<file path="src/rtl/atan_ratio_div_if.sv">
// Request/response bus between the vector source, the ratio divider and the atan unit.
// The slave side is the divider; the master side drives requests and the atan vld.
interface atan_ratio_div_if #(
    parameter int IN_W = 12
);
    logic            start;
    logic [IN_W-1:0] x_in;
    logic [IN_W-1:0] y_in;
    logic            ds_vld;
    logic            busy;
    logic            trig_out;
    logic [16:0]     ratio_out;

    modport master (
        output start, x_in, y_in, ds_vld,
        input  busy, trig_out, ratio_out
    );

    modport slave (
        input  start, x_in, y_in, ds_vld,
        output busy, trig_out, ratio_out
    );
endinterface

</file>
<file path="src/rtl/atan_ratio_div.sv">
// Serial restoring divider producing z = y/x as saturated signed Q8.8 for the atan unit,
// then triggering atan once and holding off until atan reports vld.
module atan_ratio_div #(
    parameter int IN_W    = 12,
    parameter int FRAC_W  = 8,
    parameter int SAT_MAG = 65280
) (
    input logic              clk,
    input logic              rst_n,
    atan_ratio_div_if.slave  io
);
    localparam int N     = IN_W + FRAC_W;
    localparam int CNT_W = $clog2(N + 1);
    localparam logic [N-1:0] SAT_Q  = N'(SAT_MAG);
    localparam logic [16:0]  SAT_R  = 17'(SAT_MAG);

    typedef enum logic [2:0] {
        IDLE = 3'd0,
        DIV  = 3'd1,
        SAT  = 3'd2,
        TRIG = 3'd3,
        WAIT = 3'd4
    } state_t;

    state_t           state_q;
    logic [CNT_W-1:0] cnt_q;
    logic             sx_q;
    logic             xz_q;
    logic             yz_q;
    logic [IN_W-1:0]  dvs_q;
    logic [IN_W-1:0]  rem_q;
    logic [N-1:0]     quo_q;
    logic [16:0]      ratio_q;
    logic             trig_q;

    logic [IN_W:0]    trial_s;
    logic [IN_W-1:0]  rem_d;
    logic             qbit_s;
    logic [16:0]      mag_s;
    logic             neg_s;
    logic [16:0]      ratio_d;

    // The most negative input maps to 2^(IN_W-1), which still fits IN_W unsigned bits.
    function automatic logic [IN_W-1:0] abs_f(input logic [IN_W-1:0] v);
        if (v[IN_W-1]) begin
            return ~v + IN_W'(1);
        end else begin
            return v;
        end
    endfunction

    // One restoring step; quo_q shifts dividend bits out the top and quotient bits in the bottom.
    always_comb begin
        trial_s = {rem_q, quo_q[N-1]};
        if (trial_s >= {1'b0, dvs_q}) begin
            rem_d  = trial_s[IN_W-1:0] - dvs_q;
            qbit_s = 1'b1;
        end else begin
            rem_d  = trial_s[IN_W-1:0];
            qbit_s = 1'b0;
        end
    end

    // Saturation and sign restore; 0/0 is forced to a positive zero.
    always_comb begin
        if (xz_q) begin
            if (yz_q) begin
                mag_s = 17'd0;
            end else begin
                mag_s = SAT_R;
            end
        end else if (quo_q > SAT_Q) begin
            mag_s = SAT_R;
        end else begin
            mag_s = quo_q[16:0];
        end
        neg_s = sx_q & ~(xz_q & yz_q);
        if (neg_s) begin
            ratio_d = ~mag_s + 17'd1;
        end else begin
            ratio_d = mag_s;
        end
    end

    // Control FSM with registered ratio and trigger outputs.
    always_ff @(posedge clk or negedge rst_n) begin
        if (!rst_n) begin
            state_q <= IDLE;
            cnt_q   <= '0;
            sx_q    <= 1'b0;
            xz_q    <= 1'b0;
            yz_q    <= 1'b0;
            dvs_q   <= '0;
            rem_q   <= '0;
            quo_q   <= '0;
            ratio_q <= 17'd0;
            trig_q  <= 1'b0;
        end else begin
            case (state_q)
                IDLE: begin
                    trig_q <= 1'b0;
                    if (io.start) begin
                        state_q <= DIV;
                        cnt_q   <= CNT_W'(N);
                        sx_q    <= io.x_in[IN_W-1] ^ io.y_in[IN_W-1];
                        xz_q    <= (io.x_in == '0);
                        yz_q    <= (io.y_in == '0);
                        dvs_q   <= abs_f(io.x_in);
                        rem_q   <= '0;
                        quo_q   <= {abs_f(io.y_in), {FRAC_W{1'b0}}};
                    end
                end
                DIV: begin
                    rem_q <= rem_d;
                    quo_q <= {quo_q[N-2:0], qbit_s};
                    cnt_q <= cnt_q - CNT_W'(1);
                    if (cnt_q == CNT_W'(1)) begin
                        state_q <= SAT;
                    end
                end
                SAT: begin
                    ratio_q <= ratio_d;
                    trig_q  <= 1'b1;
                    state_q <= TRIG;
                end
                TRIG: begin
                    trig_q  <= 1'b0;
                    state_q <= WAIT;
                end
                WAIT: begin
                    if (io.ds_vld) begin
                        state_q <= IDLE;
                    end
                end
                default: begin
                    trig_q  <= 1'b0;
                    state_q <= IDLE;
                end
            endcase
        end
    end

    assign io.busy      = (state_q != IDLE);
    assign io.trig_out  = trig_q;
    assign io.ratio_out = ratio_q;
endmodule
</file>
<file path="src/flat_wrapper.sv">
// flat-port wrapper written by rule: the top's interface ports become plain ports
module atan_ratio_div_flat 
#(
    parameter int IN_W    = 12,
    parameter int FRAC_W  = 8,
    parameter int SAT_MAG = 65280
)
  (clk, rst_n, io_start, io_x_in, io_y_in, io_ds_vld, io_busy, io_trig_out, io_ratio_out);
  atan_ratio_div_if #(.IN_W(IN_W)) io_i ();
  input logic clk;
  input logic rst_n;
  input wire logic [$bits(io_i.start)-1:0] io_start;
  input wire logic [$bits(io_i.x_in)-1:0] io_x_in;
  input wire logic [$bits(io_i.y_in)-1:0] io_y_in;
  input wire logic [$bits(io_i.ds_vld)-1:0] io_ds_vld;
  output wire logic [$bits(io_i.busy)-1:0] io_busy;
  output wire logic [$bits(io_i.trig_out)-1:0] io_trig_out;
  output wire logic [$bits(io_i.ratio_out)-1:0] io_ratio_out;
  assign io_i.start = io_start;
  assign io_i.x_in = io_x_in;
  assign io_i.y_in = io_y_in;
  assign io_i.ds_vld = io_ds_vld;
  assign io_busy = io_i.busy;
  assign io_trig_out = io_i.trig_out;
  assign io_ratio_out = io_i.ratio_out;
  atan_ratio_div #(.IN_W(IN_W), .FRAC_W(FRAC_W), .SAT_MAG(SAT_MAG)) u_core (.clk(clk), .rst_n(rst_n), .io(io_i));
endmodule
</file>
<file path="config.mk">
export PLATFORM = sky130hd
export DESIGN_NAME = atan_ratio_div_flat
export DESIGN_NICKNAME = d
export VERILOG_FILES = /design/src/rtl/atan_ratio_div_if.sv /design/src/rtl/atan_ratio_div.sv /design/src/flat_wrapper.sv
export SDC_FILE = /design/constraint.sdc
export NUM_CORES = 1
export LEC_CHECK = 0
export CORE_UTILIZATION = 60
export CTS_CLUSTER_SIZE = 14
export DETAILED_ROUTE_END_ITERATION = 12
export GPL_TIMING_DRIVEN = 0
export PLACE_DENSITY = 0.84
export REMOVE_ABC_BUFFERS = 1
export SYNTH_ARGS = -nofsm -noshare
export SYNTH_HDL_FRONTEND = slang
export SYNTH_SLANG_ARGS = --single-unit
</file>
<file path="constraint.sdc">
create_clock -name clk -period 3.3 [get_ports clk]
set_input_delay 0.66 -clock clk [delete_from_list [all_inputs] [get_ports clk]]
set_output_delay 0.66 -clock clk [all_outputs]
set_load 0.05 [all_outputs]
</file>
==> impl_metrics.json <==
{
  "grt_pass1_vias": 3998,
  "cts_made_buffers": 9,
  "die-area_um2": 8269,
  "placed_area_um2": 5190,
  "total_power_uw": 5799,
  "antenna_found_initial": 0,
  "root_buffer": "clkbuf_8",
  "fin_nets": 623,
  "die_x_um": 90.94,
  "antenna_cells": 0,
  "netlist.top_cell.by_area": "dfrtp_1",
  "rr_worst_depth": 9,
  "cts_sinks": 73,
  "tns_ns": 0,
  "synth_warnings": 0,
  "reg2reg_setup_slack_ns": 0.49,
  "vias": 4223,
  "clkLatencyLatePin_ns": 0.36,
  "cpPeakStageDelay_ns": 0.48,
  "fin_area_um2": 5385,
  "path_class": "reg -> reg",
  "final_cells": 684,
  "portBuffers": 46,
  "vias_per_cell": 6.174,
  "finalCriticalPeriod_ns": 2.812,
  "cp_slowest_cell": "nor4_1",
  "hp-class": "in -> async",
  "leakagePower_uw": 0.002243,
  "busiest_layer": "met2",
  "synthTopCellsByArea": "dfrtp_1 38%, nand2_1 6.5%, o21ai_0 5.2%",
  "place_congestion": 0.8940,
  "cts_tree": "done",
  "relSlewSlack_pct": 13.31,
  "mostFrequentLayoutCell": "nand2_1",
  "post_cts_buffers": 0,
  "use_met2_pct": 47.47,
  "synth_top_area_share_pct": 38.49,
  "drc_errors": 0,
  "met1_usage_pct": 34.67,
  "crit_path_max_fanout": 11,
  "layout_common_cells": "81 x nand2_1, 73 x dfrtp_1, 49 x o21ai_0, 45 x clkdlybuf4s50_1, 33 x nor2_1",
  "clk_path_buf_depth": 2,
  "ys.flop_type": "dfrtp_1",
  "grt_max_degree": 74,
  "fmax_mhz": 355.6,
  "finClkSkew_ns": 0.01160,
  "io_pins": 47,
  "irDropWorstVdd_uv": 627.5,
  "crit_family": "simple AND/OR/NAND/NOR gates",
  "cpMostUsedCell": "nand2_1",
  "rows": 32,
  "avgRoutedWirePerCell_um": 15.91,
  "overflow": 0,
  "htreeDepth": 3,
  "drt.antenna.violating_nets": 0,
  "met3_usage_pct": 3.685,
  "regArea_um2": 1827,
  "grt_pass1_wl_mm": 18.29,
  "coreArea_um2": 7687,
  "syn_area_per_cell_um2": 8.551,
  "clk_pin_slew_worst_paths_ns": 0.08,
  "layout-drive-gt1-share_pct": 5.498,
  "synth_edf_count": 0,
  "grt.total_usage_pct": 27.61,
  "drt-initial-drc-count": 312,
  "cts-resized-gates": 0,
  "fin_crit_sh_pct": 85.22,
  "critPathLaunchType": "flip-flop",
  "cp.required_ns": 3.53,
  "synthCells": 555,
  "grt_setup_unrepaired": "false",
  "die_h_um": 90.94,
  "finalMaxSlewViolations": 0,
  "critPathCaptureType": "flip-flop",
  "crit_buf_inv": 0,
  "setup_viol": 0,
  "ys_seq_area_share_pct": 38.49,
  "powerDensity_nw_per_um2": 1077,
  "dr.pass1.iters": 4,
  "hold_viol_final": 0,
  "cp_cell_sequence": "nor4_1, nand2_1, nor2_2, nand2_1, ha_1, o31ai_1, or3_1, mux2i_1, o211ai_1",
  "synth_area_um2": 4746,
  "r2r-end": "u_core.io.ratio_out[10]",
  "fin_util_pct": 70.05,
  "n_fill_cell": 634,
  "maxCapViolations": 0,
  "reg2reg_from": "u_core.quo_q[16]",
  "multi_input_area_um2": 2691,
  "worst_pin_slew_ns": 1.298,
  "dp_hpwl_mm": 7.462,
  "place_inst": 668,
  "outcome": "finished, final reports clean",
  "ys_types": 64,
  "synth_seq_cells": 73,
  "area_delta_synth_final_pct": 13.47,
  "ctsHoldBuffers": 0,
  "critPathArrivalTime_ns": 3.04,
  "initial_core_util_pct": 61.74,
  "drt-total-wl_mm": 10.88,
  "async_flop_share_pct": 100.0
}
==> routing by layer <==
| metal | share of wire, % | up-vias |
|---|---|---|
| met4 | 1.8 | 0 |
| met2 | 49 | 137 |
| met5 | 0 | - |
| li1 | - | 2051 |
| met3 | 5.3 | 20 |
| met1 | 44 | 2015 |
==> worst register-to-register path: stages (launching register included) <==
cell      delay [ns]
dfrtp_1         0.41
nor4_1          0.48
nand2_1         0.34
nor2_2          0.44
nand2_1         0.14
ha_1            0.30
o31ai_1         0.13
or3_1           0.18
mux2i_1         0.17
o211ai_1        0.10
==> sequential cells by signal, indices dropped and copies added, names as in the netlist <==
name                 flops
u_core.cnt_q             5
u_core.dvs_q            12
u_core.io.ratio_out     17
u_core.io.trig_out       1
u_core.quo_q            20
u_core.rem_q            12
u_core.state_q           3
u_core.sx_q              1
u_core.xz_q              1
u_core.yz_q              1
==> cell families (layout without fill, tap and decap cells) <==
family / Yosys count / count (layout) / share of synthesized area (%)
simple gates: 210 / 210 / 21.59
compound gates: 158 / 158 / 22.89
xor+xnor: 34 / 34 / 6.275
fa+ha+maj: 18 / 18 / 4.904
mux: 4 / 4 / 0.8437
buf+inv: 58 / 85 / 5.009
flops: 73 / 73 / 38.49
==> report_power, final <==
part	switching, uW	internal, uW
Sequential	391	1290
Clock	355	352
Combinational	2050	1360
Total	2790	3010
==> worst max-delay path by stage <==
stage | slack, ns | cells past startpoint | to | startpoint
finish | 0.49 | 9 | u_core.io.ratio_out[10] | u_core.quo_q[16]
global route | 0.32 | 5 | u_core.quo_q[17] | u_core.state_q[0]
CTS | 0.54 | 9 | u_core.io.ratio_out[10] | u_core.quo_q[16]
detailed placement | 0.63 | 5 | u_core.quo_q[18] | io_start
global placement | -1.06 | 5 | u_core.quo_q[18] | u_core.state_q[0]
floorplan | 0.32 | 4 | u_core.quo_q[10] | u_core.state_q[0]
==> Yosys cell counts (6+ instances only) <==
| cell | count |
|---|---|
| xor2_1 | 22 |
| a22oi_1 | 9 |
| nand3_1 | 27 |
| and3_1 | 6 |
| clkbuf_1 | 21 |
| nor2b_1 | 8 |
| nand2_1 | 82 |
| o211ai_1 | 8 |
| a21oi_1 | 25 |
| inv_1 | 23 |
| o21ai_0 | 49 |
| nor3_1 | 11 |
| ha_1 | 17 |
| a31oi_1 | 6 |
| nor4_1 | 9 |
| xnor2_1 | 12 |
| buf_2 | 8 |
| nor2_1 | 33 |
| dfrtp_1 | 73 |
| nand2b_1 | 6 |
| o31ai_1 | 16 |
==> layout make-up <==
| cell class | count | area share [%] |
|---|---|---|
| clock buffer | 10 | 2.370 |
| clock inverter | 6 | 1.255 |
| inverter | 23 | 1.603 |
| multi-input combinational | 424 | 49.98 |
| sequential | 73 | 33.92 |
| tap | 102 | 2.370 |
| timing repair buffer | 46 | 8.504 |
==> through the flow <==
stage	worst slack, ns	hold WS (ns)
floorplan	0.3203	0.3644
global placement	-1.063	0.4597
detailed placement	0.6281	0.4658
CTS	0.5420	0.4671
global route	0.3222	0.5062
finish	0.4878	0.4149
(Power assumes the default switching activity.)
